### config.mk
export PLATFORM = sky130hd
export DESIGN_NAME = obi_to_axi_bridge
export DESIGN_NICKNAME = d
export VERILOG_FILES = /design/src/rtl/obi_to_axi_bridge.sv
export SDC_FILE = /design/constraint.sdc
export NUM_CORES = 1
export LEC_CHECK = 0
export CAP_MARGIN = 20
export CORE_AREA = 2 2 121 123
export CTS_CLUSTER_DIAMETER = 80
export DETAILED_ROUTE_END_ITERATION = 12
export DIE_AREA = 0 0 123 125
export PLACE_DENSITY_LB_ADDON = 0.2
export SETUP_SLACK_MARGIN = 0.3
export SYNTH_ARGS = -nofsm -noshare
export SYNTH_HDL_FRONTEND = slang
export SYNTH_SLANG_ARGS = --single-unit
### constraint.sdc
create_clock -name clk_i -period 7.36 [get_ports clk_i]
set_input_delay 1.104 -clock clk_i [delete_from_list [all_inputs] [get_ports clk_i]]
set_output_delay 1.104 -clock clk_i [all_outputs]
set_load 0.01 [all_outputs]
### src/rtl/obi_to_axi_bridge.sv
// OBI slave to single-beat AXI4 master bridge with one outstanding transaction.
// Writes drive AW and W together; reads drive AR; each response becomes a one-cycle OBI rvalid.
module obi_to_axi_bridge #(
  parameter int unsigned                AXI_ADDR_WIDTH = 32,
  parameter int unsigned                AXI_DATA_WIDTH = 32,
  parameter int unsigned                AXI_ID_WIDTH   = 16,
  parameter logic [AXI_ID_WIDTH-1:0]    AXI_ID         = '0,
  parameter bit                         READ_ONLY      = 1'b0
) (
  input  logic                          clk_i,
  input  logic                          rst_i,

  input  logic                          obi_req_i,
  output logic                          obi_gnt_o,
  input  logic [AXI_ADDR_WIDTH-1:0]     obi_addr_i,
  input  logic                          obi_we_i,
  input  logic [AXI_DATA_WIDTH/8-1:0]   obi_be_i,
  input  logic [AXI_DATA_WIDTH-1:0]     obi_wdata_i,
  output logic                          obi_rvalid_o,
  output logic [AXI_DATA_WIDTH-1:0]     obi_rdata_o,
  output logic                          obi_err_o,

  output logic [AXI_ID_WIDTH-1:0]       aw_id_o,
  output logic [AXI_ADDR_WIDTH-1:0]     aw_addr_o,
  output logic [7:0]                    aw_len_o,
  output logic [2:0]                    aw_size_o,
  output logic [1:0]                    aw_burst_o,
  output logic                          aw_valid_o,
  input  logic                          aw_ready_i,

  output logic [AXI_DATA_WIDTH-1:0]     w_data_o,
  output logic [AXI_DATA_WIDTH/8-1:0]   w_strb_o,
  output logic                          w_last_o,
  output logic                          w_valid_o,
  input  logic                          w_ready_i,

  input  logic [1:0]                    b_resp_i,
  input  logic                          b_valid_i,
  output logic                          b_ready_o,

  output logic [AXI_ID_WIDTH-1:0]       ar_id_o,
  output logic [AXI_ADDR_WIDTH-1:0]     ar_addr_o,
  output logic [7:0]                    ar_len_o,
  output logic [2:0]                    ar_size_o,
  output logic [1:0]                    ar_burst_o,
  output logic                          ar_valid_o,
  input  logic                          ar_ready_i,

  input  logic [AXI_DATA_WIDTH-1:0]     r_data_i,
  input  logic [1:0]                    r_resp_i,
  input  logic                          r_last_i,
  input  logic                          r_valid_i,
  output logic                          r_ready_o
);

  typedef enum logic [2:0] {
    StIdle, StWr, StWrResp, StRdAddr, StRdData, StErrResp
  } state_e;

  state_e                        state_q;
  logic [AXI_ADDR_WIDTH-1:0]     addr_q;
  logic [AXI_DATA_WIDTH/8-1:0]   be_q;
  logic [AXI_DATA_WIDTH-1:0]     wdata_q;
  logic                          aw_valid_q, w_valid_q, ar_valid_q;
  logic                          b_ready_q, r_ready_q;
  logic                          rvalid_q, err_q;
  logic [AXI_DATA_WIDTH-1:0]     rdata_q;

  // A channel is finished once its valid has dropped or it handshakes this cycle.
  logic aw_fin, w_fin;
  assign aw_fin = !aw_valid_q || aw_ready_i;
  assign w_fin  = !w_valid_q || w_ready_i;

  // Only the SLVERR/DECERR bit of the responses matters; r_last is implied by len=0.
  logic unused_resp;
  assign unused_resp = ^{b_resp_i[0], r_resp_i[0], r_last_i};

  assign obi_gnt_o = obi_req_i && (state_q == StIdle);

  always_ff @(posedge clk_i or posedge rst_i) begin
    if (rst_i) begin
      state_q    <= StIdle;
      addr_q     <= '0;
      be_q       <= '0;
      wdata_q    <= '0;
      aw_valid_q <= 1'b0;
      w_valid_q  <= 1'b0;
      ar_valid_q <= 1'b0;
      b_ready_q  <= 1'b0;
      r_ready_q  <= 1'b0;
      rvalid_q   <= 1'b0;
      err_q      <= 1'b0;
      rdata_q    <= '0;
    end else begin
      rvalid_q <= 1'b0;
      unique case (state_q)
        StIdle: begin
          if (obi_gnt_o) begin
            addr_q  <= obi_addr_i;
            be_q    <= obi_be_i;
            wdata_q <= obi_wdata_i;
            if (obi_we_i) begin
              if (READ_ONLY) begin
                state_q <= StErrResp;
              end else begin
                state_q    <= StWr;
                aw_valid_q <= 1'b1;
                w_valid_q  <= 1'b1;
              end
            end else begin
              state_q    <= StRdAddr;
              ar_valid_q <= 1'b1;
            end
          end
        end
        StWr: begin
          if (aw_valid_q && aw_ready_i) aw_valid_q <= 1'b0;
          if (w_valid_q && w_ready_i)   w_valid_q  <= 1'b0;
          if (aw_fin && w_fin) begin
            state_q   <= StWrResp;
            b_ready_q <= 1'b1;
          end
        end
        StWrResp: begin
          if (b_valid_i) begin
            b_ready_q <= 1'b0;
            rvalid_q  <= 1'b1;
            rdata_q   <= '0;
            err_q     <= b_resp_i[1];
            state_q   <= StIdle;
          end
        end
        StRdAddr: begin
          if (ar_ready_i) begin
            ar_valid_q <= 1'b0;
            r_ready_q  <= 1'b1;
            state_q    <= StRdData;
          end
        end
        StRdData: begin
          if (r_valid_i) begin
            r_ready_q <= 1'b0;
            rvalid_q  <= 1'b1;
            rdata_q   <= r_data_i;
            err_q     <= r_resp_i[1];
            state_q   <= StIdle;
          end
        end
        StErrResp: begin
          rvalid_q <= 1'b1;
          rdata_q  <= '0;
          err_q    <= 1'b1;
          state_q  <= StIdle;
        end
        default: state_q <= StIdle;
      endcase
    end
  end

  assign obi_rvalid_o = rvalid_q;
  assign obi_rdata_o  = rdata_q;
  assign obi_err_o    = err_q;

  assign aw_id_o    = AXI_ID;
  assign aw_addr_o  = addr_q;
  assign aw_len_o   = 8'd0;
  assign aw_size_o  = 3'b010;
  assign aw_burst_o = 2'b01;
  assign aw_valid_o = aw_valid_q;

  assign w_data_o  = wdata_q;
  assign w_strb_o  = be_q;
  assign w_last_o  = 1'b1;
  assign w_valid_o = w_valid_q;

  assign b_ready_o = b_ready_q;

  assign ar_id_o    = AXI_ID;
  assign ar_addr_o  = addr_q;
  assign ar_len_o   = 8'd0;
  assign ar_size_o  = 3'b010;
  assign ar_burst_o = 2'b01;
  assign ar_valid_o = ar_valid_q;

  assign r_ready_o = r_ready_q;

endmodule

After elaboration in Yosys (flattened, before gate mapping)

Index checks and enable logic that the tools add are counted.

Equality and inequality tests: 14
Multiplexer cells: 32
Reduce and logical (&&, ||, !) cells: 22

Operators by type and width:

| cell                                                                   | number |
|---|---|
| 32-bit case mux with 3 select lines                                    | 1 |
| 32-bit 2-to-1 mux                                                      | 2 |
| 2-bit != test (second input constant)                                  | 9 |
| 1-bit 2-to-1 mux                                                       | 15 |
| 3-bit 2-to-1 mux                                                       | 5 |
| 3-bit case mux with 5 select lines                                     | 1 |
| 4-bit AND reduction                                                    | 3 |
| 1-bit case mux with 2 select lines                                     | 5 |
| 3-bit AND reduction                                                    | 3 |
| 2-bit nonzero test                                                     | 4 |
| 3-bit by 2-bit equality test with 1-bit output (second input constant) | 2 |
| 3-bit equality test (second input constant)                            | 2 |
| 1-bit case mux with 3 select lines                                     | 2 |
| 5-bit AND reduction                                                    | 1 |
| 1-bit logical AND                                                      | 4 |
| 3-bit by 1-bit equality test with 1-bit output (second input constant) | 1 |
| 3-bit zero test                                                        | 1 |
| 3-bit nonzero test                                                     | 1 |
| 1-bit zero test                                                        | 2 |
| 1-bit logical OR                                                       | 2 |
| 2-bit 2-to-1 mux                                                       | 1 |
| 2-bit AND reduction                                                    | 1 |

Flip-flop bits (word level): 110
Input bits: 114
Output and inout bits: 199
Word-level logic and storage cells: 80

Depth between registers and ports, before layout

Gate-level depths: netlist of the first run.

Word-level depth: 5
Depth in mapped cells: 6
Mapped depth without buffers: 3

Worst setup path before layout of the first run

No wires, ideal clock.

Kind: input -> output
Start point: input obi_req_i
End point: output obi_gnt_o
Arrival: 1.536 ns
Data required time: 6.256 ns
Path slack: 4.720 ns
Stages on the path: 3
Path buffers: 2
Cells stage by stage: and3_1 > buf_6 > buf_6

Cells in the longest elaborated chain, start to end: 1

Ends and longest elaborated chain:

| item              | RTL line | RTL |
|---|---|---|
| from (decl)       | 13       | `input logic obi_req_i,` |
| 1-bit logical AND | 78       | `assign obi_gnt_o = obi_req_i && (state_q == StIdle);` |
| to (decl)         | 14       | `output logic obi_gnt_o,` |

No other way between the ends.

Worst setup path after layout of the first run

Same ends and word-level chain as after synthesis.

==> key figures, run 1 <==
Placed design
  • HPWL after DPL: 8563 um
  • Number of instances in the placed design: 749
  • Placed inst area: 7051 um^2
  • I/O Buffers: 250
  • GPL Wtd Cong: 0.8128
  • Place WS: 3.890 ns

Routing
  • Via count of the routed design: 3345
  • WL final: 11390 um
  • DR DRC count: 0
  • Starting DRT DRC Count: 137
  • Detail-routed via count per cell: 4.373
  • Post-route ant nets: 0
  • TritonRoute pass-1 iters: 4
  • WL/cell: 14.88 um

Logic synthesis
  • Top_reg_cell synth: dfrtp_1
  • Mapped Area: 4930 um^2
  • Yosys warnings: 0
  • Post-synthesis sequential element count: 110
  • Avg Cell Area, Syn: 13.54 um^2
  • Post-synth top area share: 55.84%
  • Distinct cells, synth: 33
  • Post-synth EDFFs: 0
  • Register area share after synthesis: 55.84%
  • Post-synth ARST share: 100.0%
  • Largest cells by area after synthesis: dfrtp_1 56%, mux2_1 15%, buf_4 14%, a22o_1 5.7%, buf_6 3.0%
  • Synth area leader: dfrtp_1
  • Syn Inst Count: 364

Cells and area
  • Fin area: 7353 um^2
  • Share of layout cells above drive strength 1: 4.303%
  • Most frequent cells in the layout: 250 x clkdlybuf4s50_1, 110 x dfrtp_1, 67 x mux2_1
  • Antenna diodes: 0
  • Final Non-Filler Cells: 765
  • Commonest non-fill, non-tap cell in the layout: clkdlybuf4s50_1
  • Fillers: 1247
  • Util after Layout: 51.77%
  • Layout area overhead: 49.16%
  • Post-layout nets: 691

Hold path
  • Hold depth: 1
  • Min-Delay Path Class: reg2reg
  • Hold path startpoint: w_data_o[14]
  • WHS Endpoint: w_data_o[14]

Setup path
  • Crit path from: obi_req_i
  • Crit path buffers/inverters: 2
  • Reg-to-reg critical path startpoint: state_q[0]
  • R2R Path End: w_strb_o[1]
  • CP max stage cell: clkdlybuf4s50_1
  • Critical Path RT: 6.26 ns
  • Worst-path fanout max: 4
  • Crit path largest cell delay: 0.54 ns
  • R2r setup slk: 5.15 ns
  • CP Cell Sequence: clkdlybuf4s50_1, and3_2, clkdlybuf4s50_1
  • Crit-path leading delay family: buffers and inverters
  • CP Capture Type: output pin
  • Crit path DAT: 2.38 ns
  • Most frequent CP cell: clkdlybuf4s50_1
  • Number of cells on the worst reg-to-reg path: 4
  • Kind of start point of the critical path: input port
  • Crit path kind: in2out

Run status
  • Outcome: completed

STA
  • Final Hold Fails: 0
  • Final cycle utilization of the critical path: 47.30%
  • Slew @ Worst Pin: 0.9220 ns
  • Crit path time final: 3.482 ns
  • Post-route setup TNS: 0 ns
  • Slew Viols, Final: 0
  • Final setup vio count: 0
  • Final hold slack: 0.4844 ns
  • Worst Skew: 0.008087 ns
  • Setup slack after layout: 3.878 ns
  • Max frequency: 287.2 MHz
  • Slew HR: 38.53%
  • RSZ-0062 raised after global routing: false

Floorplanning
  • Die X: 123 um
  • # rows: 44
  • Die area: 15380 um^2
  • Io pins: 313
  • Initial Utilization: 34.71%
  • Die Y: 125 um
  • Core Region: 14200 um^2

Power and ir drop
  • Max IR drop VDD: 223.6 uV
  • PwrDens: 391.9 nW/um^2
  • Leak: 3.197 nW
  • Pwr Total: 2.882 mW

GRT
  • Largest net degree at the start of global routing: 72
  • First-pass GRT wire length: 17040 um
  • Number of global-route vias before repair: 3212
  • Antenna violations before repair: 0
  • Gr usage total: 14.39%
  • GRT overflow: 0

Clock tree
  • # Post-CTS Setup Buffers: 0
  • CTS H-Tree Depth: 3
  • CTS root buffer: clkbuf_16
  • Clk sinks: 110
  • CTS buffer count: 9
  • Hold-fix buffers, CTS: 0
  • Cts repair resizes: 0
  • Deepest clock path buffer count: 2
  • Clock transition at path regs: 0.06 ns
  • Clock latency on the worst-skew pair: 0.34 ns
  • CTS tree: done

Run
  • Max Cap Viol: 0
[flip-flops by register name, summed over array words and instances, names as in the netlist]
register      cells
w_data_o         32
obi_err_o         1
ar_addr_o        32
w_strb_o          4
w_valid_o         1
state_q           3
b_ready_o         1
ar_valid_o        1
obi_rvalid_o      1
r_ready_o         1
aw_valid_o        1
obi_rdata_o      32
[cell usage after synthesis (2+ instances only)]
| cell | instances |
|---|---|
| a221o_1 | 2 |
| a22o_1 | 32 |
| a31oi_1 | 2 |
| and3_1 | 2 |
| buf_2 | 3 |
| buf_4 | 91 |
| buf_6 | 13 |
| clkbuf_1 | 2 |
| conb_1 | 2 |
| dfrtp_1 | 110 |
| inv_1 | 6 |
| mux2_1 | 67 |
| mux2_2 | 3 |
| nand2_1 | 3 |
| nand2b_1 | 3 |
| nor2_1 | 4 |
| nor2b_1 | 2 |
| o21ai_0 | 2 |
[kinds of logic (layout without fill, tap and decap cells)]
family / after synthesis / in the layout / synth area share (%)
DFF: 110 / 110 / 55.84
buffers and inverters: 116 / 276 / 17.82
and+or+nand+nor: 19 / 19 / 2.158
muxes: 71 / 71 / 16.19
AOI/OAI and AO/OA: 46 / 46 / 7.843
other: 2 / 59 / 0.1523
[how the worst max path moves through the flow]
stage / slack, ns / end / cells past startpoint
2_1_floorplan: 3.35 / ar_addr_o[0] / 1
3_3_place_gp: 3.89 / obi_gnt_o / 3
3_5_place_dp: 3.89 / obi_gnt_o / 3
4_1_cts: 3.87 / obi_gnt_o / 3
5_1_grt: 3.84 / obi_gnt_o / 3
6_report: 3.88 / obi_gnt_o / 3
[final cells by class]
type | count | area [um^2] | area share (%)
Clock buffer | 12 | 256.5 | 3.488
Clock inverter | 3 | 18.77 | 0.2552
Inverter | 7 | 28.78 | 0.3914
Multi-Input combinational cell | 195 | 1514 | 20.59
Sequential cell | 110 | 2753 | 37.43
Tap cell | 184 | 230.2 | 3.131
Timing Repair Buffer | 254 | 2552 | 34.71
[routing by layer]
layer / up-vias / GRT usage [%] / routed length (um)
met3: 12 / 5.520 / 1107
met1: 1638 / 16.16 / 4238
met4: 0 / 4.947 / 178
met5: - / 0 / 0
li1: 1540 / - / -
met2: 155 / 24.76 / 5863
[where the power goes]
group          internal (mW)  switching [mW]
combinational          0.850           0.532
clock                  0.247           0.210
sequential             0.874           0.170
(Power assumes the default switching activity.)
==> inputs of run 2 (changes only) <==
CORE_AREA = unset   (was 2 2 121 123)
CORE_ASPECT_RATIO = 0.8   (was unset)
CORE_MARGIN = 2   (was unset)
CORE_UTILIZATION = 33   (was unset)
DIE_AREA = unset   (was 0 0 123 125)
clock period = 3.2 ns   (was 7.36 ns; I/O delays follow)
==> run 2 against run 1 <==
Clock-buffer cell count did not move. Combinational power rose by 130%. Utilization fell by 0.51 points. Die area rose by 3.7%. Largest cell class unchanged. Final area rose by 0.70%. Clock skew barely moved. Register-to-register slack got worse by 3.8 ns. Critical path depth did not move. Critical endpoint unchanged.
==> key figures, run 2 (same netlist as run 1, synthesis figures left out) <==
Clock tree
  • CTS buffer count: 9 (unchanged)
  • # Post-CTS Setup Buffers: 0 (unchanged)
  • CTS root buffer: clkbuf_16 (unchanged)
  • Deepest clock path buffer count: 2 (unchanged)
  • Clk sinks: 110 (unchanged)
  • Clock latency on the worst-skew pair: 0.35 ns (was 0.34 ns)
  • Cts repair resizes: 0 (unchanged)
  • CTS H-Tree Depth: 3 (unchanged)
  • Hold-fix buffers, CTS: 0 (unchanged)
  • CTS tree: done (unchanged)
  • Clock transition at path regs: 0.07 ns (was 0.06 ns)

Setup path
  • Crit path largest cell delay: 0.54 ns (about the same)
  • CP Cell Sequence: nor2_2, and3_4, clkdlybuf4s50_1 (was clkdlybuf4s50_1, and3_2, clkdlybuf4s50_1)
  • R2r setup slk: 1.32 ns (was 5.15 ns)
  • Reg-to-reg critical path startpoint: state_q[0] (unchanged)
  • Crit path buffers/inverters: 1 (was 2)
  • Worst-path fanout max: 13 (was 4)
  • CP max stage cell: clkdlybuf4s50_1 (unchanged)
  • Crit path DAT: 1.88 ns (was 2.38 ns)
  • Crit-path leading delay family: buffers and inverters (unchanged)
  • Kind of start point of the critical path: register (was input port)
  • Number of cells on the worst reg-to-reg path: 4 (unchanged)
  • R2R Path End: w_data_o[7] (was w_strb_o[1])
  • Crit path kind: reg2out (was in2out)
  • Critical Path RT: 2.72 ns (was 6.26 ns)
  • CP Capture Type: output pin (unchanged)

Power and ir drop
  • Gate power share: 47.5% (was 47.9%)
  • Register share of total power: 35.7% (was 36.2%)
  • Max IR drop VDD: 460.5 uV (was 223.6 uV)
  • Net switching power figure: 2.120 mW (was 0.9112 mW)
  • Internal power: 4.610 mW (was 1.970 mW)
  • Switching Share: 31.51% (was 31.62%)
  • Leak: 3.208 nW (was 3.197 nW)
  • PwrDens: 908.9 nW/um^2 (was 391.9 nW/um^2)
  • Clock power share: 16.8% (was 15.8%)

Cells and area
  • Most frequent cells in the layout: 250 x clkdlybuf4s50_1, 110 x dfrtp_1, 67 x mux2_1 (unchanged)
  • Fillers: 1279 (was 1247)
  • Share of layout cells above drive strength 1: 4.623% (was 4.303%)
  • Layout area overhead: 50.20% (was 49.16%)
  • Commonest non-fill, non-tap cell in the layout: clkdlybuf4s50_1 (unchanged)
  • Post-layout nets: 693 (was 691)
  • Antenna diodes: 0 (unchanged)

GRT
  • GRT overflow: 0 (unchanged)
  • Gr usage total: 14.31% (was 14.39%)
  • Antenna violations before repair: 0 (unchanged)
  • First-pass GRT wire length: 17750 um (was 17040 um)
  • Number of global-route vias before repair: 3217 (was 3212)
  • Largest net degree at the start of global routing: 72 (unchanged)

Routing
  • DR DRC count: 0 (unchanged)
  • TritonRoute pass-1 iters: 4 (unchanged)
  • Starting DRT DRC Count: 118 (was 137)
  • Detail-routed via count per cell: 4.342 (was 4.373)
  • Via count of the routed design: 3335 (was 3345)
  • WL final: 11680 um (was 11390 um)
  • WL/cell: 15.20 um (was 14.88 um)
  • Post-route ant nets: 0 (unchanged)

STA
  • Worst Skew: 0.008138 ns (was 0.008087 ns)
  • Slew HR: 66.29% (was 38.53%)
  • Final Hold Fails: 0 (unchanged)
  • Slew @ Worst Pin: 0.5046 ns (was 0.9220 ns)
  • Post-route setup TNS: 0 ns (unchanged)
  • Final cycle utilization of the critical path: 73.68%
  • Slew Viols, Final: 0 (unchanged)
  • Final setup vio count: 0 (unchanged)
  • Max frequency: 424.2 MHz
  • RSZ-0062 raised after global routing: false (unchanged)
  • Final hold slack: 0.4848 ns (was 0.4844 ns)
  • Crit path time final: 2.358 ns

Floorplanning
  • # rows: 39 (was 44)
  • Die area: 15940 um^2 (was 15380 um^2)
  • Core Region: 14440 um^2 (was 14200 um^2)
  • Die Y: 113.3 um (was 125 um)
  • Io pins: 313 (unchanged)
  • Die X: 140.7 um (was 123 um)
  • Initial Utilization: 34.13% (was 34.71%)

Run
  • Max Cap Viol: 0 (unchanged)

Hold path
  • Hold depth: 1 (unchanged)
  • Min-Delay Path Class: reg2reg (unchanged)
  • Hold path startpoint: w_data_o[17] (was w_data_o[14])
  • WHS Endpoint: w_data_o[17] (was w_data_o[14])

Run status
  • Outcome: completed (unchanged)

Placed design
  • HPWL after DPL: 8802 um (was 8563 um)
  • GPL Wtd Cong: 0.7780 (was 0.8128)
  • I/O Buffers: 250 (unchanged)
[run 2: cell types whose count changed in the layout (fill, tap and decap cells not counted), sizes merged]
cell / delta
bufinv: +1
inv: -1
clkinvlp: +2
clkinv: -1
buf: +2
[run 2: worst max-delay path by stage]
stage,startpoint,endpoint,slack (ns),cells past startpoint
floorplan,rst_i,ar_addr_o[0],1.39,1
global placement,obi_req_i,obi_gnt_o,0.94,3
detailed placement,obi_req_i,obi_gnt_o,0.96,3
CTS,state_q[0],obi_gnt_o,0.82,3
global route,state_q[0],obi_gnt_o,0.75,3
finish,state_q[0],obi_gnt_o,0.84,3
[run 2: layout make-up]
cell class              instances  area, um^2  share of cell area (%)
well taps                     184       230.2                   3.109
multi-input cells             195        1518                   20.50
clock inverters                 4       55.05                  0.7435
clock buffers                  12       246.5                   3.329
flip-flops and latches        110        2753                   37.17
repair buffers                256        2572                   34.74
inverters                       7       30.03                  0.4055
[run 2: metal layers]
metal,track usage [%],vias up,wire (um)
met5,0,-,0
met4,4.200,0,136
met3,5.586,13,1049
met2,23.84,154,5641
met1,17.31,1633,4850
li1,-,1535,-
[run 2: power groups by stage]
| stage | registers [mW] | clock network (mW) | logic [mW] |
|---|---|---|---|
| after floorplan | 2.65 | 0 | 1.42 |
| after global placement | 2.41 | 0 | 3.22 |
| after detailed placement | 2.43 | 0 | 3.25 |
| after CTS | 2.41 | 1.18 | 3.26 |
| after global routing | 2.50 | 1.23 | 3.40 |
| final | 2.40 | 1.13 | 3.20 |
[run 2: worst register-to-register path, delay by kind of cell, from the launching register on]
| kind | cells | cell delay, ns |
|---|---|---|
| DFF | 1 | 0.53 |
| muxes | 1 | 0.47 |
| and+or+nand+nor | 2 | 0.46 |
| buffers and inverters | 1 | 0.30 |
[run 2: through the flow]
stage          setup slack (ns)  util (%)  std cells  instance area [um^2]  total power, mW
3_3_place_gp             0.9396     49.18        752                  7103            5.628
3_5_place_dp             0.9563     49.18        752                  7103            5.685
4_1_cts                  0.8193     51.26        768                  7405            6.855
5_1_grt                  0.7490     51.26        768                  7405            7.135
2_1_floorplan             1.391         -        421                  5147            4.079
6_report                 0.8423     51.26        768                  7405            6.730
==> inputs of run 3 (changes only) <==
clock period = 2 ns   (was 3.2 ns; I/O delays follow)
==> run 3 against run 2 <==
Wire length grew 0.69%. Non-clock buffer count up 7. Highest routed layer unchanged. Clock power increased by 68%. First-iteration DRC count is 0.85% lower. Utilization rose by 0.81 points. Largest power group unchanged. Critical endpoint is now obi_rdata_o[8]. Global-route usage up 0.12 points.
==> key figures, run 3 (same netlist as run 1, synthesis figures left out) <==
Setup path
  • CP Capture Type: register (was output pin)
  • Crit-path leading delay family: compound AO/OA/AOI/OAI gates (was buffers and inverters)
  • Crit path kind: reg2reg (was reg2out)
  • Worst-path fanout max: 33 (was 13)
  • Crit path buffers/inverters: 2 (was 1)
  • Kind of start point of the critical path: register (unchanged)
  • CP Cell Sequence: buf_4, nand2b_1, o22a_1, buf_12, a22o_1 (was nor2_2, and3_4, clkdlybuf4s50_1)
  • Crit path largest cell delay: 0.43 ns (was 0.54 ns)
  • Critical Path RT: 2.22 ns (was 2.72 ns)
  • CP max stage cell: dfrtp_2 (was clkdlybuf4s50_1)
  • Crit path DAT: 1.83 ns (was 1.88 ns)

GRT
  • Number of global-route vias before repair: 3308 (was 3217)
  • Largest net degree at the start of global routing: 67 (was 72)
  • Antenna violations before repair: 0 (unchanged)
  • First-pass GRT wire length: 17870 um (was 17750 um)
  • Gr usage total: 14.43% (was 14.31%)
  • GRT overflow: 0 (unchanged)

Placed design
  • I/O Buffers: 250 (unchanged)
  • GPL Wtd Cong: 0.7625 (was 0.7780)
  • Number of instances in the placed design: 758 (was 752)
  • HPWL after DPL: 8891 um (was 8802 um)

Floorplanning
  • Io pins: 313 (unchanged)
  • Die Y: 113.3 um (unchanged)
  • Initial Utilization: 34.13% (unchanged)
  • Die area: 15940 um^2 (unchanged)
  • Die X: 140.7 um (unchanged)
  • Core Region: 14440 um^2 (unchanged)
  • # rows: 39 (unchanged)

Cells and area
  • Fillers: 1278 (was 1279)
  • Antenna diodes: 0 (unchanged)
  • Most frequent cells in the layout: 249 x clkdlybuf4s50_1, 109 x dfrtp_1, 67 x mux2_1 (was 250 x clkdlybuf4s50_1, 110 x dfrtp_1, 67 x mux2_1)
  • Post-layout nets: 700 (was 693)
  • Commonest non-fill, non-tap cell in the layout: clkdlybuf4s50_1 (unchanged)
  • Final Non-Filler Cells: 774 (was 768)
  • Layout area overhead: 52.59% (was 50.20%)
  • Share of layout cells above drive strength 1: 5.932% (was 4.623%)

Routing
  • WL/cell: 15.19 um (was 15.20 um)
  • TritonRoute pass-1 iters: 4 (unchanged)
  • Starting DRT DRC Count: 117 (was 118)
  • Met1 WL: 4828 um (was 4850 um)
  • DR DRC count: 0 (unchanged)
  • Detail-routed via count per cell: 4.288 (was 4.342)
  • WL final: 11760 um (was 11680 um)
  • DR top layer: met4 (unchanged)
  • Routed wire length on met2: 5823 um (was 5641 um)
  • Via count of the routed design: 3319 (was 3335)
  • Post-route ant nets: 0 (unchanged)
  • WL met3: 994 um (was 1049 um)

Power and ir drop
  • Leak: 3.272 nW (was 3.208 nW)
  • PwrDens: 1465 nW/um^2 (was 908.9 nW/um^2)
  • Pwr Total: 11.02 mW (was 6.730 mW)
  • Max IR drop VDD: 642.9 uV (was 460.5 uV)

Clock tree
  • Clk sinks: 110 (unchanged)
  • Deepest clock path buffer count: 2 (unchanged)
  • Hold-fix buffers, CTS: 0 (unchanged)
  • CTS tree: done (unchanged)
  • CTS root buffer: clkbuf_16 (unchanged)
  • CTS buffer count: 9 (unchanged)
  • Clock latency on the worst-skew pair: 0.34 ns (was 0.35 ns)
  • CTS H-Tree Depth: 3 (unchanged)
  • Clock transition at path regs: 0.07 ns (about the same)

STA
  • Final Hold Fails: 0 (unchanged)
  • Worst Skew: 0.008354 ns (was 0.008138 ns)
  • Slew Viols, Final: 0 (unchanged)
  • RSZ-0062 raised after global routing: false (unchanged)
  • Final setup vio count: 0 (unchanged)
  • Max frequency: 621.8 MHz
  • Final cycle utilization of the critical path: 80.42%
  • Crit path time final: 1.608 ns
  • Post-route setup TNS: 0 ns (unchanged)

Hold path
  • Min-Delay Path Class: in2async (was reg2reg)

Run status
  • Outcome: completed (unchanged)

Run
  • Max Cap Viol: 0 (unchanged)
-- run 3: cell types whose count changed in the layout (fill, tap and decap cells not counted), sizes merged --
cell,change
buf,+8
bufinv,+1
clkdlybuf4s50,-1
clkinvlp,-1
inv,-1
-- run 3: area by class of cell --
class	count	area (um^2)	share of cell area, %
multi-input combinational	195	1523	20.24
inverter	7	30.03	0.3992
clock buffer	12	246.5	3.277
timing repair buffer	263	2670	35.50
sequential	110	2754	36.61
tap	184	230.2	3.061
clock inverter	3	68.82	0.9148
-- run 3: repair_timing --
action | 4_1_cts | 5_1_grt
resized for setup | 4 | 2
gates cloned | 0 | 0
endpoints found under the setup margin | 4 | 1
pin swaps | 0 | 2
setup buffers | 1 | 0
-- run 3: path summary, 6_finish.rpt --
path / cells past startpoint / slack (ns) / end / start
worst max-delay path: 5 / 0.39 / obi_rdata_o[8] / state_q[1]
worst min-delay path: 2 / 0.20 / w_data_o[21] / rst_i
worst max register to register: 5 / 0.39 / obi_rdata_o[8] / state_q[1]
worst min register to register: 1 / 0.49 / w_strb_o[0] / w_strb_o[0]
max in group asynchronous: 3 / 1.24 / obi_err_o / rst_i
min in group clk_i: 1 / 0.49 / w_strb_o[0] / w_strb_o[0]
-- run 3: through the flow --
stage	setup WS (ns)	util, %	hold WS [ns]	cell area [um^2]
detailed placement	0.1330	49.84	0.4739	7198
floorplan	0.3705	-	0.4325	5147
global placement	0.1312	49.84	0.4661	7198
finish	0.3917	52.08	0.1979	7522
global route	0.3096	52.08	0.2047	7522
CTS	0.3149	52.09	0.1808	7523
-- run 3: power breakdown --
part / internal [mW] / switching, mW
clock: 1.13 / 0.771
sequential: 3.22 / 0.593
combinational: 3.27 / 2.04
-- run 3: per-layer routing --
layer,track usage [%],vias to the layer above
met5,0,-
li1,-,1550
met4,3.600,0
met3,5.713,10
met1,17.50,1599
met2,24.23,160
